`src/rtl/trace_pkg.sv`:
```
// Commit trace shared types: FSM states, capture modes
// and the stored trace entry.
package trace_pkg;

  localparam int XLEN = 32;

  typedef enum logic [2:0] {
    IDLE  = 3'd0,
    ARMED = 3'd1,
    POST  = 3'd2,
    DONE  = 3'd3,
    DRAIN = 3'd4
  } trace_state_e;

  typedef enum logic [1:0] {
    MODE_WRAP = 2'd0,
    MODE_FILL = 2'd1,
    MODE_TRIG = 2'd2
  } trace_mode_e;

  typedef struct packed {
    logic [XLEN-1:0] pc;
    logic [XLEN-1:0] inst;
  } trace_entry_t;

  // The reserved encoding behaves as wrap.
  function automatic trace_mode_e decode_mode(
    input logic [1:0] m
  );
    unique case (m)
      2'd1:    return MODE_FILL;
      2'd2:    return MODE_TRIG;
      default: return MODE_WRAP;
    endcase
  endfunction

endpackage

```
`src/rtl/commit_trace_buffer_if.sv`:
```
// Commit stream in, oldest-first readout out.
// master = core/host side, slave = trace buffer.
interface commit_trace_buffer_if
  import trace_pkg::*;
();

  logic            commit_valid;
  logic [XLEN-1:0] commit_pc;
  logic [XLEN-1:0] commit_inst;
  logic            rd_valid;
  logic            rd_ready;
  logic [XLEN-1:0] rd_pc;
  logic [XLEN-1:0] rd_inst;
  logic            rd_last;

  modport master (
    output commit_valid,
    output commit_pc,
    output commit_inst,
    output rd_ready,
    input  rd_valid,
    input  rd_pc,
    input  rd_inst,
    input  rd_last
  );

  modport slave (
    input  commit_valid,
    input  commit_pc,
    input  commit_inst,
    input  rd_ready,
    output rd_valid,
    output rd_pc,
    output rd_inst,
    output rd_last
  );

endinterface

```
`src/rtl/trace_mem.sv`:
```
// Trace storage: one sync write port, one async read port.
// Storage is not reset; validity is tracked by the owner.
module trace_mem
  import trace_pkg::*;
#(
  parameter  int DEPTH = 16,
  localparam int AW    = $clog2(DEPTH)
) (
  input  logic         clk,
  input  logic         we,
  input  logic [AW-1:0] waddr,
  input  trace_entry_t wdata,
  input  logic [AW-1:0] raddr,
  output trace_entry_t rdata
);

  trace_entry_t mem [DEPTH];

  // Capture one entry per write strobe.
  always_ff @(posedge clk) begin
    if (we) mem[waddr] <= wdata;
  end

  assign rdata = mem[raddr];

endmodule

```
`src/rtl/commit_trace_buffer.sv`:
```
// Commit trace capture FSM: wrap / fill / pc-trigger,
// then oldest-first drain over valid/ready.
module commit_trace_buffer
  import trace_pkg::*;
#(
  parameter  int DEPTH  = 16,
  parameter  int POST_W = 8,
  localparam int AW     = $clog2(DEPTH),
  localparam int CW     = AW + 1
) (
  input  logic              clk,
  input  logic              rst,
  input  logic              arm,
  input  logic              stop,
  input  logic [1:0]        mode,
  input  logic [XLEN-1:0]   trig_pc,
  input  logic [POST_W-1:0] post_count,
  commit_trace_buffer_if.slave tif,
  output logic [2:0]        state,
  output logic [CW-1:0]     count,
  output logic              triggered,
  output logic              overflow
);

  trace_state_e      st;
  trace_mode_e       md;
  logic [XLEN-1:0]   trig_q;
  logic [POST_W-1:0] post_q;
  logic [POST_W-1:0] post_cnt;
  logic [AW-1:0]     wr_ptr;
  logic [AW-1:0]     rd_ptr;
  logic [CW-1:0]     cnt;
  logic              trig_hit;
  logic              ovf;

  logic         capturing;
  logic         wr_en;
  logic         full;
  logic         hit;
  trace_entry_t wdata;
  trace_entry_t rdata;

  assign capturing = (st == ARMED) || (st == POST);
  assign wr_en     = capturing && tif.commit_valid;
  assign full      = (cnt == CW'(DEPTH));
  assign hit       = (md == MODE_TRIG) && (st == ARMED)
                  && (tif.commit_pc == trig_q);
  assign wdata     = '{pc: tif.commit_pc,
                       inst: tif.commit_inst};

  trace_mem #(.DEPTH(DEPTH)) u_mem (
    .clk   (clk),
    .we    (wr_en),
    .waddr (wr_ptr),
    .wdata (wdata),
    .raddr (rd_ptr),
    .rdata (rdata)
  );

  // Capture/drain FSM with pointer and counter bookkeeping.
  always_ff @(posedge clk or posedge rst) begin
    if (rst) begin
      st       <= IDLE;
      md       <= MODE_WRAP;
      trig_q   <= '0;
      post_q   <= '0;
      post_cnt <= '0;
      wr_ptr   <= '0;
      rd_ptr   <= '0;
      cnt      <= '0;
      trig_hit <= 1'b0;
      ovf      <= 1'b0;
    end else begin
      unique case (st)
        IDLE: begin
          if (arm) begin
            st       <= ARMED;
            md       <= decode_mode(mode);
            trig_q   <= trig_pc;
            post_q   <= post_count;
            cnt      <= '0;
            wr_ptr   <= '0;
            trig_hit <= 1'b0;
            ovf      <= 1'b0;
          end
        end
        ARMED, POST: begin
          if (tif.commit_valid) begin
            wr_ptr <= wr_ptr + AW'(1);
            if (full) ovf <= 1'b1;
            else      cnt <= cnt + CW'(1);
          end
          if (stop) begin
            st <= DONE;
          end else if (tif.commit_valid) begin
            if (md == MODE_FILL
                && cnt == CW'(DEPTH - 1)) begin
              st <= DONE;
            end else if (st == POST) begin
              post_cnt <= post_cnt - POST_W'(1);
              if (post_cnt == POST_W'(1)) st <= DONE;
            end else if (hit) begin
              trig_hit <= 1'b1;
              if (post_q == '0) begin
                st <= DONE;
              end else begin
                st       <= POST;
                post_cnt <= post_q;
              end
            end
          end
        end
        DONE: begin
          rd_ptr <= wr_ptr - AW'(cnt);
          st     <= (cnt == '0) ? IDLE : DRAIN;
        end
        DRAIN: begin
          if (tif.rd_ready) begin
            rd_ptr <= rd_ptr + AW'(1);
            cnt    <= cnt - CW'(1);
            if (cnt == CW'(1)) st <= IDLE;
          end
        end
        default: st <= IDLE;
      endcase
    end
  end

  assign tif.rd_valid = (st == DRAIN);
  assign tif.rd_last  = (st == DRAIN) && (cnt == CW'(1));
  assign tif.rd_pc    = tif.rd_valid ? rdata.pc   : '0;
  assign tif.rd_inst  = tif.rd_valid ? rdata.inst : '0;

  assign state     = st;
  assign count     = cnt;
  assign triggered = trig_hit;
  assign overflow  = ovf;

endmodule

```
`src/flat_wrapper.sv`:
```
// flat-port wrapper written by rule: the top's interface ports become plain ports
module commit_trace_buffer_flat import trace_pkg::*;
#(
  parameter  int DEPTH  = 16,
  parameter  int POST_W = 8,
  localparam int AW     = $clog2(DEPTH),
  localparam int CW     = AW + 1
)
  (clk, rst, arm, stop, mode, trig_pc, post_count, state, count, triggered, overflow, tif_commit_valid, tif_commit_pc, tif_commit_inst, tif_rd_ready, tif_rd_valid, tif_rd_pc, tif_rd_inst, tif_rd_last);
  commit_trace_buffer_if tif_i ();
  input  logic clk;
  input  logic rst;
  input  logic arm;
  input  logic stop;
  input  logic [1:0] mode;
  input  logic [XLEN-1:0] trig_pc;
  input  logic [POST_W-1:0] post_count;
  output logic [2:0] state;
  output logic [CW-1:0] count;
  output logic triggered;
  output logic overflow;
  input wire logic [$bits(tif_i.commit_valid)-1:0] tif_commit_valid;
  input wire logic [$bits(tif_i.commit_pc)-1:0] tif_commit_pc;
  input wire logic [$bits(tif_i.commit_inst)-1:0] tif_commit_inst;
  input wire logic [$bits(tif_i.rd_ready)-1:0] tif_rd_ready;
  output wire logic [$bits(tif_i.rd_valid)-1:0] tif_rd_valid;
  output wire logic [$bits(tif_i.rd_pc)-1:0] tif_rd_pc;
  output wire logic [$bits(tif_i.rd_inst)-1:0] tif_rd_inst;
  output wire logic [$bits(tif_i.rd_last)-1:0] tif_rd_last;
  assign tif_i.commit_valid = tif_commit_valid;
  assign tif_i.commit_pc = tif_commit_pc;
  assign tif_i.commit_inst = tif_commit_inst;
  assign tif_i.rd_ready = tif_rd_ready;
  assign tif_rd_valid = tif_i.rd_valid;
  assign tif_rd_pc = tif_i.rd_pc;
  assign tif_rd_inst = tif_i.rd_inst;
  assign tif_rd_last = tif_i.rd_last;
  commit_trace_buffer #(.DEPTH(DEPTH), .POST_W(POST_W)) u_core (.clk(clk), .rst(rst), .arm(arm), .stop(stop), .mode(mode), .trig_pc(trig_pc), .post_count(post_count), .tif(tif_i), .state(state), .count(count), .triggered(triggered), .overflow(overflow));
endmodule
```
`config.mk`:
```
export PLATFORM = sky130hd
export DESIGN_NAME = commit_trace_buffer_flat
export DESIGN_NICKNAME = d
export VERILOG_FILES = /design/src/rtl/trace_pkg.sv /design/src/rtl/commit_trace_buffer_if.sv /design/src/rtl/trace_mem.sv /design/src/rtl/commit_trace_buffer.sv /design/src/flat_wrapper.sv
export SDC_FILE = /design/constraint.sdc
export NUM_CORES = 1
export LEC_CHECK = 0
export ABC_CLOCK_PERIOD_IN_PS = 4300
export BUFFER_PORTS_ARGS = -buffer_cell sky130_fd_sc_hd__clkbuf_2
export CORE_MARGIN = 2
export CORE_UTILIZATION = 61
export CTS_CLUSTER_SIZE = 20
export DETAILED_ROUTE_END_ITERATION = 10
export PLACE_DENSITY = 0.83
export SETUP_SLACK_MARGIN = 0.1
export SLEW_MARGIN = 20
export SYNTH_ARGS = -nofsm -noshare
export SYNTH_HDL_FRONTEND = slang
export SYNTH_SLANG_ARGS = --single-unit
export TNS_END_PERCENT = 1
```
`constraint.sdc`:
```
create_clock -name clk -period 4.3 [get_ports clk]
set_input_delay 0.215 -clock clk [delete_from_list [all_inputs] [get_ports clk]]
set_output_delay 0.215 -clock clk [all_outputs]
set_load 0.05 [all_outputs]
```
# Yosys cells after proc, flatten, opt, wreduce, memory -nomap -nowiden
# Memories as Yosys holds them, arrays and structs flattened.
# Cells that the tools add are included.
# totals
latchBits,0
rom_bits,0
wordCells,108
output_inout_bits,76
memories,1
input_bits,112
ram_bits,1024
reg_bits,68
# op_classes
n_eq_ne,27
n_mul,0
div,0
mux,40
n_lt_le_gt_ge,0
reduce_logical,22
n_bitwise,2
add_sub_neg,6
shifts,0
# mem_list
name,words,width,read_ports,rd_ports_with_merged_regs,write_ports,line,text
u_core.u_mem.mem,16,64,1,0,1,trace_mem.sv:17,trace_entry_t mem [DEPTH];
# ops
op,count
$mux 32,2
$eq 32x32->1,1
$mux 3,10
$mux 8,3
$mux 5,4
$ne 2x2->1 const B,8
$pmux 4 s2,2
$pmux 5 s3,1
$mux 4,3
$pmux 3 s4,1
$reduce_and 6->1,2
$mux 1,11
$add 4x1->4 const B,2
$eq 8x1->1 const B,1
$logic_not 8->1,1
$sub 8x1->8 const B,1
$reduce_and 7->1,1
$eq 3x2->1 const B,2
$ne 2x1->1 const B,3
$reduce_bool 2->1,3
$add 5x1->5 const B,1
$eq 5x1->1 const B,1
$eq 5x4->1 const B,1
$eq 5x5->1 const B,1
other kinds (22),31

# Depth between registers and ports, before layout
# logic_depth
depth_word,9
ltp_mapped,9
mapped_depth_nobuf,9

# Hierarchy
# A second synthesis with hierarchy kept.
# hier_totals
hier_cells,2090
hier_area_um2,42570.8
# modules_own_cells
mod,n_inst,cells_each,seq_area_each_um2,area_per_inst_um2
trace_mem,1,1583,30749.5,38300.5
commit_trace_buffer,1,507,1701.6,4270.3

# Worst setup path after synthesis
# OpenSTA, ideal clock, no wires.
# synth_timing
kind,flip-flop to flip-flop
startpoint,reg u_core.st[0] (netlist: u_core.state[0])
endpoint,mem u_core.u_mem.mem[10][0] (netlist name) (enable)
path_slack_ps,592
period_less_slack_ps,3708
t_arrival_ps,3279
path_stages_with_launch,7
cell_sequence,dfrtp_1 buf_2 xnor2_1 nor2_1 nand2_1 nor3b_1 and2_1
# synth_between
elab_chain_len,5
elab_cells_between_ends,6
cone_classes,eq/ne: 2; mux: 2; reduce/logical: 2
# synth_rtl
item,line,text
from (decl),commit_trace_buffer.sv:25,trace_state_e st;
from (signal assigned),commit_trace_buffer.sv:115,st <= (cnt == '0) ? IDLE : DRAIN;
$eq 3x1->1 / $eq 3x2->1 (equally long branches),commit_trace_buffer.sv:43,assign capturing = (st == ARMED) || (st == POST);
$logic_or 1x1->1 *,commit_trace_buffer.sv:43,
$logic_and 1x1->1 *,commit_trace_buffer.sv:44,assign wr_en = capturing && tif.commit_valid;
$mux 1 *,trace_mem.sv:21,if (we) mem[waddr] <= wdata;
$mux 1 (implied by the code) *,trace_mem.sv:21,
to (decl),trace_mem.sv:17,
# Mark *: on every way between the ends. The rest lies on a longest branch, timed or not.

# Final worst setup path
# layout_timing
startpoint,reg u_core.rd_ptr[0]
endpoint,out tif_rd_inst[12]
# layout_between
elab_chain_len,2
# layout_rtl
item,line,text
from (decl),commit_trace_buffer.sv:31,logic [AW-1:0] rd_ptr;
from (signal assigned),commit_trace_buffer.sv:114,rd_ptr <= wr_ptr - AW'(cnt);
from (signal assigned),commit_trace_buffer.sv:119,rd_ptr <= rd_ptr + AW'(1);
$mem_v2 16x64,--,
$mux 32,commit_trace_buffer.sv:132,assign tif.rd_inst = tif.rd_valid ? rdata.inst : '0;
to (decl),flat_wrapper.sv:28,output wire logic [$bits(tif_i.rd_inst)-1:0] tif_rd_inst;
# Every way passes these cells.

==> metrics.md <==
| Metric | Value |
|---|---|
| Status | `completed` |
| Initial Utilization | `61.89%` |
| GPL Wtd Cong | `0.8790` |
| Maximum number of pins on one net before global-route repair | `86` |
| CP peak stage delay | `0.85 ns` |
| Setup Buffers After CTS | `0` |
| RSZ-0062 raised after global routing | `false` |
| HP Class | `input pin to register` |
| Die area | `72080 µm²` |
| Syn_nets | `2081` |
| Post-route setup slack | `0.6032 ns` |
| IO Pins | `188` |
| Core area | `68950 µm²` |
| # port buffers | `187` |
| GRT overflow | `0` |
| Max-cap violations | `0` |
| Final #Nets | `2403` |
| Critical path class | `register to output pin` |
| Top post-synthesis cells by count | `1024 x edfxtp_1, 320 x mux4_2, 146 x nand2_1, 76 x and2_1, 68 x dfrtp_1` |
| HPWL after DPL | `55.60 mm` |
| CP Buf/Inv Count | `2` |
| Required @ worst endpoint | `4.09 ns` |
| CP max FO | `42` |
| Avg WL per Cell | `33.99 µm` |
| Vias in the first global route | `23610` |
| # rows | `96` |
| Final setup fails | `0` |
| Post-synth ARST share | `6.227%` |
| Most common cell in the netlist | `edfxtp_1` |
| Post-CTS sizing | `0` |
| Number of DRC markers in iteration 0 | `3409` |
| Fmax | `270.5 MHz` |
| Netlist Area Pre-Place | `42670 µm²` |
| Synth Flop Type | `edfxtp_1` |
| Number of fill cells | `3633` |
| DRC | `0` |
| Syn Area/Cell | `21.85 µm²` |
| Post-synthesis sequential area ratio | `76.05%` |
| Leakage power | `0.01661 µW` |
| Pwr dens | `616.4 nW/µm²` |
| Worst slew margin | `28.35%` |
| Skew-Pair Late Insertion Delay | `0.67 ns` |
| Type of origin of the critical path | `register` |
| YS warnings | `0` |
| TNS Setup | `0 ns` |
| Period minus WS final | `3.697 ns` |
| Netlist cell types | `56` |
| Worst-path clk slew | `0.07 ns` |
| Period utilization | `85.97%` |
| Flops & latches, synth | `1092` |
| CP most frequent cell | `mux4_2` |
| Fin Clk Skew | `0.02930 ns` |
| Synth area leader | `edfxtp_1` |
| Post-Syn Instances | `1953` |
| Worst-margin pin slew | `1.075 ns` |
| CTS tree | `yes` |
| Worst path cell trace | `buf_12 > mux4_2 > mux4_2 > and2_1 > clkbuf_2` |
| CP max stage cell | `dfrtp_4` |
| Critical Path AT | `3.48 ns` |
| Synthesis-to-finish area growth | `15.72%` |
| Max-slew violations | `0` |
| Hold-fix buffers, CTS | `80` |
| Antenna Nets Post-Route | `0` |
| Num CTS Buffers | `102` |
| Total wire length | `112.1 mm` |
| First drt pass iteration count | `7` |
| First-pass GRT wire length | `162.2 mm` |
| Die Y | `268.5 µm` |
| Vias post-DR | `22670` |
| DR vias/cell | `6.873` |
| Cell family with most CP delay | `multiplexers` |
| Worst IR Drop VDD | `0.0005145 V` |
| CTS max path bufs | `3` |
| Top post-synthesis cells by area | `edfxtp_1 72%, mux4_2 17%, dfrtp_1 4.0%` |
| Root buf cell | `clkbuf_16` |
| Setup WS pre-CTS | `1.213 ns` |
| H-Tree Depth | `3` |
| GRT Resource Usage Total | `32.01%` |
| EDFF count, synth | `1024` |
| CTS sink count | `1092` |
| Post-synth top area share | `72.06%` |
| Share of cells above drive strength 1 | `31.47%` |
| Antenna violations before repair | `4` |
| Fin. Hold Viols | `0` |
| Worst Setup End Kind | `output pin` |
| Die Span X | `268.5 µm` |
## final timing paths
check | startpoint | to | slack, ns | cells after the start
worst max-delay path | u_core.rd_ptr[0]$_DFFE_PP0P_ | tif_rd_inst[12] | 0.60 | 5
worst min-delay path | tif_commit_inst[21] | u_core.u_mem.mem[10][21]$_DFFE_PP_ | 0.03 | 1
worst max register to register | u_core.state[0]$_DFFE_PP0P_ | u_core.u_mem.mem[0][31]$_DFFE_PP_ | 0.97 | 6
worst min register to register | u_core.md[0]$_DFFE_PP0P_ | u_core.md[0]$_DFFE_PP0P_ | 0.50 | 2
max in group asynchronous | rst | u_core.post_cnt[5]$_DFFE_PP0P_ | 3.16 | 4
min in group asynchronous | rst | u_core.trig_q[20]$_DFFE_PP0P_ | 0.13 | 3
## cell type report
type	count	area, µm²	share of cell area (%)
diodes	3	7.507	0.01520
clock buffers	121	2709	5.486
clock inverters	72	716.9	1.452
inverters	15	57.56	0.1166
multi-input cells	747	9807	19.86
flip-flops and latches	1092	32470	65.75
well taps	931	1165	2.359
repair buffers	317	2450	4.961
## state kept, by name, indices dropped and copies added, names as in the netlist
| name | flops |
|---|---|
| u_core.overflow | 1 |
| u_core.u_mem.mem | 1024 |
| u_core.triggered | 1 |
| u_core.rd_ptr | 4 |
| u_core.trig_q | 32 |
| u_core.post_cnt | 8 |
| u_core.post_q | 8 |
| u_core.state | 3 |
| u_core.wr_ptr | 4 |
| u_core.count | 5 |
| u_core.md | 2 |
## layout by cell type, fill, tap and decap left out, types with 22 or more instances in the layout
| cell | count |
|---|---|
| clkinv_1 | 22 |
| dfrtp_1 | 64 |
| and2_1 | 64 |
| xnor2_1 | 31 |
| buf_12 | 27 |
| clkbuf_2 | 187 |
| edfxtp_1 | 1024 |
| dlygate4sd3_1 | 80 |
| mux4_2 | 320 |
| clkbuf_16 | 106 |
| clkinv_2 | 22 |
| buf_4 | 23 |
| nand2_1 | 146 |
## report_power, final
| part | switching (µW) | internal, µW | total [µW] | leakage, µW |
|---|---|---|---|---|
| Sequential | 842 | 12500 | 13400 | 0.0101 |
| Combinational | 3990 | 3780 | 7770 | 0.00488 |
| Clock | 4020 | 5300 | 9320 | 0.00165 |
## layer usage
metal / up-vias / GRT usage (%) / part of all wire [%]
met2: 1831 / 51.53 / 50
met4: 0 / 12.99 / 3.9
met3: 268 / 5.845 / 10
met1: 11840 / 44.36 / 36
li1: 8732 / - / -
met5: - / 0 / 0
## kinds of logic (layout without fill, tap and decap cells)
| family | Yosys count | count (layout) | share of synthesized area (%) |
|---|---|---|---|
| simple gates | 309 | 309 | 3.695 |
| xor+xnor | 36 | 36 | 0.7389 |
| mux | 321 | 321 | 16.91 |
| compound gates | 65 | 65 | 1.041 |
| other cells | 0 | 3 | 0 |
| flops | 1092 | 1092 | 76.05 |
| buf+inv | 114 | 525 | 1.076 |
| fa+ha+maj | 16 | 16 | 0.4867 |
## per-stage QoR
| step | hold slack [ns] | total power (µW) | util [%] | area [µm²] | cells |
|---|---|---|---|---|---|
| 3_3_place_gp | 0.2262 | 20610 | 65.48 | 45140 | 3022 |
| 4_1_cts | 0.003741 | 30420 | 71.61 | 49370 | 3295 |
| 5_1_grt | 0.04222 | 31330 | 71.62 | 49380 | 3298 |
| 6_report | 0.03147 | 30440 | 71.62 | 49380 | 3298 |
| 2_1_floorplan | 0.3139 | 18740 | - | 42670 | 1953 |
| 3_5_place_dp | 0.2286 | 20930 | 65.48 | 45140 | 3022 |
Note: power is estimated with default switching activity, not from simulation.
